### config.mk
export PLATFORM = sky130hd
export DESIGN_NAME = ysyx_23060201_ifu_axi
export DESIGN_NICKNAME = d
export VERILOG_FILES = /design/src/rtl/ysyx_23060201_pkg.sv /design/src/rtl/ysyx_23060201_ifu_axi.sv
export SDC_FILE = /design/constraint.sdc
export NUM_CORES = 1
export LEC_CHECK = 0
export CAP_MARGIN = 30
export CORE_ASPECT_RATIO = 1.25
export CORE_MARGIN = 5
export CORE_UTILIZATION = 40
export DETAILED_ROUTE_END_ITERATION = 7
export MAX_ROUTING_LAYER = met4
export PLACE_DENSITY = 0.95
export SYNTH_ARGS = -nofsm -noshare
export SYNTH_HDL_FRONTEND = slang
export SYNTH_SLANG_ARGS = --single-unit
### constraint.sdc
create_clock -name clk -period 2.08 [get_ports clk]
set_clock_uncertainty 0.2 [all_clocks]
set_input_delay 0.416 -clock clk [delete_from_list [all_inputs] [get_ports clk]]
set_output_delay 0.416 -clock clk [all_outputs]
set_load 0.02 [all_outputs]
### src/rtl/ysyx_23060201_pkg.sv
// Shared definitions for the ysyx_23060201 instruction fetch unit.
// Holds the fetch FSM state encoding, the AXI OKAY response code,
// the reset value of the instruction register (a canonical nop) and
// the default reset PC.
package ysyx_23060201_pkg;

  typedef enum logic [2:0] {
    S_IDLE,
    S_REQ,
    S_WAIT,
    S_HOLD,
    S_EXEC,
    S_FAULT
  } state_e;

  localparam logic [1:0]  RESP_OKAY        = 2'b00;
  localparam logic [31:0] NOP_INST         = 32'h0000_0013;
  localparam logic [31:0] RESET_PC_DEFAULT = 32'h8000_0000;

endpackage

### src/rtl/ysyx_23060201_ifu_axi.sv
// ysyx_23060201_ifu_axi -- multi-cycle instruction fetch unit.
//
// Owns the architectural PC, fetches one instruction at a time over an
// AXI4-Lite read channel (AR/R), presents {pc, inst} to decode with a
// valid/ready handshake and then waits for execute to return the next PC.
//
// Ports:
//   clk, rst             clock, synchronous active-high reset
//   arvalid/arready      read-address handshake, araddr = PC
//   rvalid/rready        read-data handshake, rdata/rresp from slave
//   out_valid/out_ready  instruction handshake to decode, out_pc/out_inst
//   wb_valid, wb_dnpc    next PC from execute
//   fault                sticky access fault (only with the macro below)
//
// Build option:
//   YSYX_23060201_IFU_FAULT_EN  a non-OKAY read response parks the FSM in
//                               S_FAULT and raises fault until reset.
module ysyx_23060201_ifu_axi
  import ysyx_23060201_pkg::*;
#(
  parameter logic [31:0] RESET_PC = RESET_PC_DEFAULT
) (
  input  logic        clk,
  input  logic        rst,
  output logic        arvalid,
  input  logic        arready,
  output logic [31:0] araddr,
  input  logic        rvalid,
  output logic        rready,
  input  logic [31:0] rdata,
  input  logic [1:0]  rresp,
  output logic        out_valid,
  input  logic        out_ready,
  output logic [31:0] out_pc,
  output logic [31:0] out_inst,
  input  logic        wb_valid,
`ifdef YSYX_23060201_IFU_FAULT_EN
  input  logic [31:0] wb_dnpc,
  output logic        fault
`else
  input  logic [31:0] wb_dnpc
`endif
);

  state_e      state_q, state_d;
  logic [31:0] pc_q, pc_d;
  logic [31:0] inst_q, inst_d;

  always_ff @(posedge clk) begin
    if (rst) begin
      state_q <= S_IDLE;
      pc_q    <= RESET_PC;
      inst_q  <= NOP_INST;
    end else begin
      state_q <= state_d;
      pc_q    <= pc_d;
      inst_q  <= inst_d;
    end
  end

  always_comb begin
    state_d = state_q;
    pc_d    = pc_q;
    inst_d  = inst_q;
    case (state_q)
      S_IDLE: state_d = S_REQ;
      S_REQ: begin
        if (arready) state_d = S_WAIT;
      end
      S_WAIT: begin
        if (rvalid) begin
`ifdef YSYX_23060201_IFU_FAULT_EN
          if (rresp != RESP_OKAY) begin
            state_d = S_FAULT;
          end else begin
            inst_d  = rdata;
            state_d = S_HOLD;
          end
`else
          inst_d  = rdata;
          state_d = S_HOLD;
`endif
        end
      end
      S_HOLD: begin
        if (out_ready) state_d = S_EXEC;
      end
      S_EXEC: begin
        // The only place the PC moves, so araddr is stable across AR.
        if (wb_valid) begin
          pc_d    = wb_dnpc;
          state_d = S_REQ;
        end
      end
`ifdef YSYX_23060201_IFU_FAULT_EN
      S_FAULT: state_d = S_FAULT;
`endif
      default: state_d = S_IDLE;
    endcase
  end

  // Handshake outputs decode the state register only: no input-to-output path.
  assign arvalid   = (state_q == S_REQ);
  assign rready    = (state_q == S_WAIT);
  assign out_valid = (state_q == S_HOLD);
  assign araddr    = pc_q;
  assign out_pc    = pc_q;
  assign out_inst  = inst_q;

`ifdef YSYX_23060201_IFU_FAULT_EN
  assign fault = (state_q == S_FAULT);
`else
  // Response code is deliberately ignored when fault handling is off.
  logic unused_rresp;
  assign unused_rresp = ^rresp;
`endif

endmodule

=== Word-level counts from Yosys, hierarchy flattened ===
Index checks and enable logic that the tools add are counted.

* Equal/unequal tests: 8
* Multiplexer cells: 5
* Reductions and logical operators: 4

{| class="wikitable"
|+ Operators by type and width
! cell !! number
|-
| $pmux W3 S5 || 1
|-
| $mux W3 || 4
|-
| $eq A3 B2 Y1 const B || 2
|-
| $ne A2 B1 Y1 const B || 2
|-
| $ne A2 B2 Y1 const B || 2
|-
| $reduce_and A2 Y1 || 2
|-
| $reduce_and A4 Y1 || 1
|-
| $eq A3 B1 Y1 const B || 1
|-
| $eq A3 B3 Y1 const B || 1
|-
| $logic_not A3 Y1 || 1
|}

* Register bits: 67
* Input port bits: 72
* Output and inout port bits: 99
* Logic and storage cells: 20

=== Depth between registers and ports, before layout ===
Gate-level depths: netlist of run 1.

* Depth in word-level cells: 3
* Mapped depth: 6
* Depth with buffers taken out: 3

=== Worst setup path after synthesis of run 1 ===
Ideal clock, no wire load.

* Kind: register to output
* Start: register state_q[1]
* End: output port rready
* Arrival time: 0.992 ns
* Data required time: 1.464 ns
* Setup slack: 0.472 ns
* Stages on the path, launching flop included: 3
* Buffers on the path: 1
* Cells stage by stage: dfxtp_1 buf_6 nor3b_1

* Longest elaborated chain between the ends: 1

{| class="wikitable"
|+ Ends and longest elaborated chain
! item !! line !! source
|-
| start, declared || ysyx_23060201_ifu_axi.sv:45 || <nowiki>state_e state_q, state_d;</nowiki>
|-
| start signal, assigned || ysyx_23060201_ifu_axi.sv:55 || <nowiki>state_q <= state_d;</nowiki>
|-
| $eq A3 B2 Y1 || ysyx_23060201_ifu_axi.sv:104 || <nowiki>assign rready = (state_q == S_WAIT);</nowiki>
|-
| end, declared || ysyx_23060201_ifu_axi.sv:29 || <nowiki>output logic rready,</nowiki>
|}

No other way between the ends.

=== Worst setup path after layout of run 1 ===
* Start: register pc_q[19], in the netlist araddr[19]
* End: output port araddr[19]

{| class="wikitable"
|+ RTL lines
! item !! line !! source
|-
| start, declared || ysyx_23060201_ifu_axi.sv:46 || <nowiki>logic [31:0] pc_q, pc_d;</nowiki>
|-
| start signal, assigned || ysyx_23060201_ifu_axi.sv:56 || <nowiki>pc_q <= pc_d;</nowiki>
|-
| end, declared || ysyx_23060201_ifu_axi.sv:27 || <nowiki>output logic [31:0] araddr,</nowiki>
|}

No word-level cell between the ends.

==> impl_metrics.ini, run 1 <==
[final_layout]
final_common_cell = clkdlybuf4s50_1
synthToLayoutAreaGrowth_pct = 62.2
n_antenna_cell = 0
final_cell_mix = clkdlybuf4s50_1, nand2_1, dfxtp_1
drive_above_1_share_pct = 8.10
final_util_pct = 67.0
fin_nets = 536

[timing]
slew_viol_final = 0
setup_viol = 0
setup-tns-final_ps = 0
rsz0062_at_grt = no
max_freq_mhz = 504
relSlewSlack_pct = 74.5
max_slew.worst_pin.slew_ps = 382
hold_ws_ps = 218
hold_viol_final = 0
min_period_ps = 1980
fin_crit_sh_pct = 95.4
setup_ws_ps = 95.7

[drt]
ant_nets = 0
routed_wl_um = 7960
via_per_inst = 4.79
vias = 2661
drtPass1Iterations = 4
post-route-drc-count = 0
wl_per_cell_um = 14.3
drtIter0Drc = 126

[global_route]
grt_pass1_wl_um = 12400
grt_overflow = 0
grtUsageTotal_pct = 18.6
grt_pass1_vias = 2645
grt_max_degree = 38
antenna_found_initial = 0

[logic_synthesis]
synth_nets = 408
yosysSeqAreaShare_pct = 48.8
avgSynthCellArea_um2 = 8.18
syn_area_um2 = 2750
ys_seq_elements = 67
synthCells = 336
synth.yosys.warnings = 0
yosysUniqueCellTypes = 20

[clocking]
clk_pin_slew_worst_paths_ps = 70
cts_tree = done
cts-buffers-inserted = 9
cts_hold_buf = 0
cts_root_buf = clkbuf_8
post_cts_buffers = 0
cts_sinks = 67
htree_levels = 3
cts_buffer_depth = 2
clk_latency_ps = 330

[power_and_ir_drop]
leakage_nw = 1.52
ir_worst_vdd_v = 0.000508
power.total_mw = 2.83
power_density_nw_per_um2 = 636

[worst_setup_path]
cp-end-kind = output pin
cp_top_family = buffers and inverters
slowest_delay_ps = 640
startpoint_type = flop
critPathArrivalTime_ps = 1370
worstPathRequired_ps = 1460
r2r_slack_ps = 490
worstSetupPathType = flop to output pin
crit_chain = clkdlybuf4s50_1
cp_max_fo = 3
critPathBufInv = 1
crit_slowest_cell = clkdlybuf4s50_1

[flow_run]
maxCapViolCount = 0

[worst_hold_path]
worstHoldPathType = input port to flop

[placement]
place_worst_setup_slack_ps = 68.5
hpwlAfterDp_um = 5970
portBuffers = 168
gp_congestion = 0.833

[floorplan]
die_x_um = 84.1
boundaryPins = 171
start_util_pct = 41.3
rows = 33
dieArea_um2 = 8640
core_area_um2 = 6650
die_h_um = 103

[status]
status = complete, no violations
[metrics by stage]
stage	std cells	instance area (µm²)
after global placement	540	4230
after floorplan	336	2750
after CTS	556	4460
final	556	4460
after detailed placement	540	4230
after global routing	556	4460
[repair_timing]
| action | 4_1_cts | 5_1_grt |
|---|---|---|
| endpoints found under the hold margin | 0 | 0 |
| resized for setup | 4 | 0 |
| setup endpoints to repair | 3 | 0 |
[cell families after synthesis]
group | count (synthesis) | share of synthesized area [%]
compound gates | 64 | 12.9
flops | 67 | 48.8
buf+inv | 59 | 15.1
simple gates | 145 | 22.6
mux | 1 | 0.546
[final cells by class]
type / count / area [µm²]
Tap cell: 87 / 109
Clock inverter: 4 / 72.6
Multi-Input combinational cell: 210 / 1010
Clock buffer: 12 / 155
Fill cell: 527 / 2190
Timing Repair Buffer: 176 / 1770
Sequential cell: 67 / 1340
[worst reg2reg max path, delay by kind of cell (launching register included)]
| kind | cells | cell delay, ps |
|---|---|---|
| AOI/OAI and AO/OA | 1 | 190 |
| buffers and inverters | 2 | 510 |
| DFF | 1 | 380 |
| and+or+nand+nor | 2 | 240 |
[worst paths after layout]
path | cells past startpoint | from | endpoint
setup / recovery | 1 | araddr[19] | araddr[19]
hold / removal | 3 | rst | out_inst[0]
setup reg to reg | 5 | state_q[0] | out_inst[5]
hold reg to reg | 2 | out_inst[27] | out_inst[27]
[state kept, by name, summed over array words and instances (netlist names)]
name / cells
state_q: 3
out_inst: 32
araddr: 32
[synthesized netlist by cell type]
cell       count  share of area, %
and3b_2        2              0.73
buf_2          5              0.91
buf_4         34               9.3
or4b_1         1              0.36
a21oi_1       55                10
a21oi_2        8               2.6
and4bb_1       1              0.46
nand4bb_1      1              0.41
nor3b_1        3              0.82
dfxtp_1       67                49
nor3_1         7               1.3
nor4bb_1       1              0.36
nand3b_1       1              0.27
nor2_1         3              0.41
a211o_1        1              0.32
nand4bb_2      1              0.59
buf_6          8               3.3
mux2_4         1              0.55
clkbuf_1      12               1.6
nand2_1      124                17
[power breakdown]
group          internal [mW]  switching (mW)
Sequential              1.30          0.0129
Combinational          0.182           0.120
Clock                  0.739           0.479
[routing by layer]
layer	vias up	track usage, %	share of wire, %
met5	-	-	0
met4	0	9.90	3.3
met3	24	4.72	7.6
met2	119	33.5	53
met1	1216	18.7	36
li1	1302	-	-
No activity file was read; power rests on OpenSTA's default activity.
==> inputs of run 2 (changes only) <==
Settings changed: CORE_ASPECT_RATIO 1.25 to not set.
==> impl_metrics.ini, run 2 (synthesis results as in run 1) <==
[floorplan]
dieArea_um2 = 8630
die_h_um = 92.9
rows = 30
core_area_um2 = 6760
die_x_um = 92.9
boundaryPins = 171
start_util_pct = 40.7

[timing]
slew_viol_final = 0
min_period_ps = 1960
rsz0062_at_grt = no
max_slew.worst_pin.slew_ps = 554
hold_viol_final = 0
relSlewSlack_pct = 63.1
max_freq_mhz = 510
fin_crit_sh_pct = 94.3
hold_ws_ps = 253
setup_viol = 0

[flow_run]
maxCapViolCount = 0

[drt]
top_layer_used = met4
routedLengthMet1_um = 2950
post-route-drc-count = 0
vias = 2613
wl_met2_um = 4110
wl_per_cell_um = 14.1
routed_wl_um = 7760
wl_met3_um = 619
drtIter0Drc = 59
via_per_inst = 4.74
drtPass1Iterations = 4
ant_nets = 0

[clocking]
cts_sinks = 67
cts_tree = done
cts_buffer_depth = 2
clk_pin_slew_worst_paths_ps = 70
cts-buffers-inserted = 9
cts_root_buf = clkbuf_8
cts_hold_buf = 0
post_cts_buffers = 0
htree_levels = 3
clk_latency_ps = 320
cts_resized = 4

[global_route]
grt_pass1_wl_um = 12100
grt_overflow = 0
antenna_found_initial = 0
grt_pass1_vias = 2605
grtUsageTotal_pct = 18.1
grt_max_degree = 33

[power_and_ir_drop]
seq_power_share_pct = 46.7
p_switching_mw = 0.597
leakage_nw = 1.55
power_density_nw_per_um2 = 629
combinationalPowerShare_pct = 10.7
p_sw_share_pct = 21.2
p_int_mw = 2.22
p_clk_share_pct = 42.6
ir_worst_vdd_v = 0.000441

[final_layout]
drive_above_1_share_pct = 8.70
fin_nets = 538
final_common_cell = clkdlybuf4s50_1
final_util_pct = 66.4
final_cell_mix = clkdlybuf4s50_1, nand2_1, dfxtp_1
n_antenna_cell = 0
synthToLayoutAreaGrowth_pct = 63.3

[worst_setup_path]
worstPathRequired_ps = 1460
cp_max_fo = 5
startpoint_type = flop
worstSetupPathType = flop to output pin
cp-end-kind = output pin
critPathArrivalTime_ps = 1350

[placement]
hpwlAfterDp_um = 6050
gp_congestion = 0.777
portBuffers = 168

[status]
status = complete, no violations

[worst_hold_path]
worstHoldPathType = flop to flop
-- run 2: cell types whose count changed in the layout (fill, tap and decap cells not counted) --
cell / before / now
buf_12: 3 / 5
clkinv_2: 1 / 3
clkinvlp_4: 1 / 0
clkbuf_1: 1 / 0
-- run 2: final timing paths --
| kind | from | to | slack, ps | cells past startpoint |
|---|---|---|---|---|
| worst max-delay path | state_q[1] | rready | 120 | 2 |
| worst min-delay path | out_inst[23] | out_inst[23] | 250 | 2 |
| worst max register to register | state_q[0] | out_inst[17] | 410 | 5 |
| worst min register to register | out_inst[23] | out_inst[23] | 250 | 2 |
-- run 2: routing by layer --
| layer | global-route usage (%) | up-vias |
|---|---|---|
| met1 | 18.6 | 1190 |
| met3 | 4.79 | 10 |
| met2 | 32.8 | 107 |
| li1 | - | 1306 |
| met4 | 6.96 | 0 |
| met5 | - | - |
-- run 2: cell type report --
class | instances | area (µm²)
fill | 526 | 2270
timing repair buffer | 178 | 1810
clock buffer | 11 | 151
sequential | 67 | 1340
multi-input combinational | 210 | 1010
clock inverter | 5 | 75.1
tap | 80 | 100
-- run 2: power groups by stage --
stage / clock network [mW] / logic, mW / registers (mW)
2_1_floorplan: 0 / 0.0980 / 1.36
3_3_place_gp: 0 / 0.302 / 1.34
3_5_place_dp: 0 / 0.308 / 1.35
4_1_cts: 1.25 / 0.305 / 1.32
5_1_grt: 1.31 / 0.324 / 1.32
6_report: 1.20 / 0.303 / 1.32
-- run 2: through the flow --
step	cells	area, µm²	setup WS [ps]	power (mW)	TNS (ps)
floorplan	336	2750	472	1.46	0
global placement	535	4260	43.3	1.65	0
detailed placement	535	4260	-4.57	1.65	-7.47
CTS	551	4490	69.4	2.87	0
global route	551	4490	17.3	2.95	0
finish	551	4490	118	2.82	0
-- run 2: worst max-delay path, stage by stage (launching register included) --
cell and delay, ps:
dfxtp_1 440, nor3b_1 220, dlygate4sd2_1 370
